## config.mk

```make
export PLATFORM = sky130hd
export DESIGN_NAME = reaction_timer
export DESIGN_NICKNAME = d
export VERILOG_FILES = /design/src/rtl/reaction_timer.sv
export SDC_FILE = /design/constraint.sdc
export NUM_CORES = 1
export LEC_CHECK = 0
export ABC_AREA = 1
export CAP_MARGIN = 20
export CORE_ASPECT_RATIO = 0.5
export CORE_MARGIN = 5
export CORE_UTILIZATION = 44
export CTS_CLUSTER_SIZE = 12
export DETAILED_ROUTE_END_ITERATION = 10
export PLACE_DENSITY = 0.66
export SLEW_MARGIN = 20
export SYNTH_ARGS = -nofsm -noshare
export SYNTH_HDL_FRONTEND = slang
export SYNTH_SLANG_ARGS = --single-unit
```

## constraint.sdc

```tcl
create_clock -name i_clk -period 1.89 [get_ports i_clk]
set_clock_uncertainty 0.15 [all_clocks]
set_input_delay 0.378 -clock i_clk [delete_from_list [all_inputs] [get_ports i_clk]]
set_output_delay 0.378 -clock i_clk [all_outputs]
set_load 0.1 [all_outputs]
```

## src/rtl/reaction_timer.sv

```systemverilog
// Starting-line reaction timer: arms on i_arm, times lights-out to button press in ms,
// flags jump starts and timeouts. Optional best-time tracking via `define BEST_TIME_EN.
module reaction_timer #(
  parameter int TICKS_PER_MS = 50000,
  parameter int MAX_MS       = 9999
) (
  input  logic        i_clk,
  input  logic        i_rstN,
  input  logic        i_arm,
  input  logic        i_lightsOut,
  input  logic        i_button,
  output logic        o_busy,
  output logic        o_resultValid,
  output logic [13:0] o_reactionMs,
  output logic        o_jumpStart,
  output logic        o_timeout,
  output logic [13:0] o_bestMs
);

  localparam int              PW     = $clog2(TICKS_PER_MS);
  localparam logic [13:0]     C_MAX  = 14'(MAX_MS);
  localparam logic [PW-1:0]   C_PMAX = PW'(TICKS_PER_MS - 1);

  typedef enum logic [1:0] {
    S_IDLE   = 2'd0,
    S_ARMED  = 2'd1,
    S_TIMING = 2'd2,
    S_DONE   = 2'd3
  } state_t;

  state_t        r_state;
  state_t        w_next;
  logic [PW-1:0] r_presc;
  logic [13:0]   r_ms;
  logic          r_button_q;
  logic          r_busy;
  logic          r_valid;
  logic [13:0]   r_reaction;
  logic          r_jump;
  logic          r_timeout;

  logic          w_press;
  logic          w_sat;
  logic          w_clear;
  logic          w_conclude;
  logic          w_jump;
  logic          w_tmo;
  logic [13:0]   w_result;

  assign w_press = i_button & ~r_button_q;
  assign w_sat   = (r_ms == C_MAX);

  // Next-state and result selection
  always_comb begin
    w_next     = r_state;
    w_clear    = 1'b0;
    w_conclude = 1'b0;
    w_jump     = 1'b0;
    w_tmo      = 1'b0;
    w_result   = r_ms;
    case (r_state)
      S_IDLE, S_DONE: begin
        if (i_arm) begin
          w_next  = S_ARMED;
          w_clear = 1'b1;
        end else begin
          w_next = r_state;
        end
      end
      S_ARMED: begin
        if (w_press) begin
          w_next     = S_DONE;
          w_conclude = 1'b1;
          w_jump     = 1'b1;
          w_result   = 14'd0;
        end else if (i_lightsOut) begin
          w_next = S_TIMING;
        end else begin
          w_next = S_ARMED;
        end
      end
      S_TIMING: begin
        // A press on the saturating cycle takes priority over the timeout
        if (w_press) begin
          w_next     = S_DONE;
          w_conclude = 1'b1;
          w_result   = r_ms;
        end else if (w_sat) begin
          w_next     = S_DONE;
          w_conclude = 1'b1;
          w_tmo      = 1'b1;
          w_result   = C_MAX;
        end else begin
          w_next = S_TIMING;
        end
      end
      default: w_next = S_IDLE;
    endcase
  end

  // State, status and result registers
  always_ff @(posedge i_clk) begin
    if (!i_rstN) begin
      r_state    <= S_IDLE;
      r_button_q <= 1'b0;
      r_busy     <= 1'b0;
      r_valid    <= 1'b0;
      r_reaction <= 14'd0;
      r_jump     <= 1'b0;
      r_timeout  <= 1'b0;
    end else begin
      r_state    <= w_next;
      r_button_q <= i_button;
      r_busy     <= (w_next == S_ARMED) || (w_next == S_TIMING);
      r_valid    <= w_conclude;
      if (w_clear) begin
        r_reaction <= 14'd0;
        r_jump     <= 1'b0;
        r_timeout  <= 1'b0;
      end else if (w_conclude) begin
        r_reaction <= w_result;
        r_jump     <= w_jump;
        r_timeout  <= w_tmo;
      end else begin
        r_reaction <= r_reaction;
      end
    end
  end

  // Prescaler and saturating ms counter, held at zero outside TIMING
  always_ff @(posedge i_clk) begin
    if (!i_rstN) begin
      r_presc <= '0;
      r_ms    <= 14'd0;
    end else if (r_state != S_TIMING) begin
      r_presc <= '0;
      r_ms    <= 14'd0;
    end else if (r_presc == C_PMAX) begin
      r_presc <= '0;
      if (r_ms != C_MAX) begin
        r_ms <= r_ms + 14'd1;
      end else begin
        r_ms <= r_ms;
      end
    end else begin
      r_presc <= r_presc + {{(PW-1){1'b0}}, 1'b1};
    end
  end

`ifdef BEST_TIME_EN
  logic [13:0] r_best;

  // Lowest valid reaction since reset; ties keep the old value
  always_ff @(posedge i_clk) begin
    if (!i_rstN) begin
      r_best <= C_MAX;
    end else if (w_conclude && !w_jump && !w_tmo && (w_result < r_best)) begin
      r_best <= w_result;
    end else begin
      r_best <= r_best;
    end
  end

  assign o_bestMs = r_best;
`else
  assign o_bestMs = C_MAX;
`endif

  assign o_busy        = r_busy;
  assign o_resultValid = r_valid;
  assign o_reactionMs  = r_reaction;
  assign o_jumpStart   = r_jump;
  assign o_timeout     = r_timeout;

endmodule
```

==> metrics <==
Global Route Usage Sum=15.9%; Top Ports=37; commonest register cell after synthesis=dfxtp_1; Syn Inst Count=437; YS warnings=0; number of diodes=0; WL/cell=11.5 um; cell taking the most area after synthesis=dfxtp_1; Worst Min Path Start=r_presc[13]; RSZ-0062 raised after global routing=false; Tmin final=1.78 ns; largest net degree at the start of global routing=28; Crit path max-delay family=flip-flops; Pint=2.15 mW; Layout Cells excl Fill=584; RR Startpoint=r_state[0]; Worst setup EP type=flip-flop; Final period util=94.0%; CTS tree=built; CTS Hold Bufs=0; distinct cell type count after synthesis=33; Hold Violations, Final=0; die width=127 um; DP HPWL=4940 um; Final Util=58.0%; Avg Vias per Cell=4.66; peak supply drop=0.000708 V; top-count cell post-synth=nand2_1; synthesis-stage register bit count=51; H-Tree Depth=2; Fmax achieved=0.563 GHz; most common library cells after synthesis=nand2_1 (108), nor2_1 (52), dfxtp_1 (51), inv_1 (51), a21oi_1 (30); clk_lat worst skew=0.29 ns; ranking of synthesized cells by area=dfxtp_1 (34%), nand2_1 (14%), nor2_1 (6.5%); Max Cap Violations=0; vias in the first global route=2375; CP max-delay cell=dfxtp_1; fin. max-slew vios=0; routed wire length=6710 um; first-pass GRT wire length=11000 um; top-area cell type share of the netlist area=34.1%; status=finished clean; number of buffers created by CTS=5; # port buffers=22; fraction of layout cells with a size suffix above 1=23.2%; sw frac=40.8%; cell total after placement=574; async set-reset flop share out of synthesis=0%; Cell Chain, Critical Path=ha_1 -> inv_1 -> nor2_1 -> nand2_1 -> buf_12 -> a21oi_1 -> nor2_1; number of buffers and inverters on the critical path=2; DIE HEIGHT=68.3 um; crit-path max FO=24; gpl congestion=0.888; Root Buffer=clkbuf_16; area delta synth->final=28.8%; total power=3.63 mW; Nets=500; Gate power share=41.5%; Rows=21; antenna violations before repair=0; Core ar.=0.00665 sq mm; DR pass1 iterations=4; crit path launch type=flip-flop; Post-synth EDFFs=0; Clock Tree Buf Depth=2; WP data arrival=1.82 ns; Iteration-0 DRC Markers=169; total clock sinks=51; DRC=0; share of total power in the clock network=24.7%; Critical Path Max Stage Delay=0.38 ns; sequential share of the synthesized area=34.1%; DR vias=2724; grt ovf=0; Fin Hold WS=0.343 ns; full die area=0.00865 sq mm; Starting Density=45.0%; power per cell area=942 mW/mm^2; P_leak=1.62 nW; Hold Path Class=reg2reg; reg-to-reg setup timing slack=0.11 ns; Setup crit start=r_state[0]; Clock transition at path regs=0.07 ns; CP most frequent cell=nor2_1; Worst Path Required=1.93 ns; Setup CP Type=reg2reg; P_sw=1.48 mW; Netlist Area Pre-Place=0.00299 sq mm; Synth Area per Inst=6.85 sq um; sequential power share=33.8%; Final setup viols=0; Detail Route Antenna Nets=0
-- cells in the final DEF (no fill, tap or decap) --
cell type,n
clkinv_2,1
ha_1,3
nand2_2,13
nand3_4,1
or2_0,1
clkbuf_1,1
xnor2_1,3
nor2_4,2
ha_2,1
buf_4,36
nor2_1,52
a21oi_2,11
nand2_4,1
nor3_1,3
o32ai_2,1
o21ai_0,11
buf_12,21
nand3_2,9
o211ai_1,2
inv_1,51
clkbuf_16,5
clkdlybuf4s50_1,4
inv_2,2
nor2_2,6
or2_2,1
nand4_1,6
dfxtp_1,51
nand2_1,108
nor3b_1,1
nand3_1,25
nand3b_1,4
nor3_2,2
conb_1,14
xor2_1,9
a21oi_1,29
clkinvlp_4,1
-- metrics by stage --
step	setup TNS, ns	setup WS, ns	instance area (sq um)
finish	0	0.113	3850
global route	0	0.0164	3850
CTS	0	0.0704	3810
detailed placement	-1.05	-0.0797	3660
global placement	-0.554	-0.0451	3660
floorplan	0	0.187	3040
-- final timing paths --
kind,endpoint,cells past startpoint
worst max register to register,o_reactionMs[11],7
worst max-delay path,o_reactionMs[11],7
worst min register to register,r_presc[13],2
worst min-delay path,r_presc[13],2
-- flip-flops by register name, indices dropped and copies added (netlist names) --
| register | count |
|---|---|
| r_state | 2 |
| o_jumpStart | 1 |
| o_reactionMs | 14 |
| r_button_q | 1 |
| o_timeout | 1 |
| o_busy | 1 |
| r_ms | 14 |
| o_resultValid | 1 |
| r_presc | 16 |
-- power groups by stage --
stage	registers, mW	logic [mW]	clock network [mW]
floorplan	1.62	0.641	0
global placement	1.25	1.46	0
detailed placement	1.25	1.48	0
CTS	1.23	1.48	0.934
global route	1.24	1.60	0.988
finish	1.23	1.51	0.896
-- repair_timing --
| item | in CTS | in global routing |
|---|---|---|
| setup endpoints to repair | 14 | 21 |
| buffers inserted | 0 | 2 |
| resized for setup | 1 | 4 |
| pin swaps | 0 | 2 |
-- layer usage --
metal / routed length, um / GRT usage, %
met5: 0 / 0
met4: 61 / 4.68
met3: 370 / 4.05
met2: 3020 / 25.8
met1: 3260 / 21.1
-- final cells by class --
type	count	area, sq um
Clock buffer	6	129
Clock inverter	2	12.5
Sequential cell	51	1020
Multi-Input combinational cell	319	1650
Tap cell	92	115
Fill cell	636	2790
Timing Repair Buffer	61	731
Inverter	53	199
-- worst register-to-register path: stages (launching register included) --
cell	delay, ns
dfxtp_1	0.38
ha_1	0.36
inv_1	0.11
nor2_1	0.16
nand2_1	0.11
buf_12	0.17
a21oi_1	0.17
nor2_1	0.06
-- cells by family (layout without fill, tap and decap cells) --
family / after synthesis / in the layout / share of synthesized area, %
simple gates: 235 / 235 / 36.7
buf+inv: 79 / 122 / 13.1
compound gates: 54 / 54 / 10.6
flops: 51 / 51 / 34.1
xor+xnor: 12 / 12 / 3.51
fa+ha+maj: 4 / 4 / 1.67
other cells: 2 / 14 / 0.251
(Power assumes the default switching activity.)
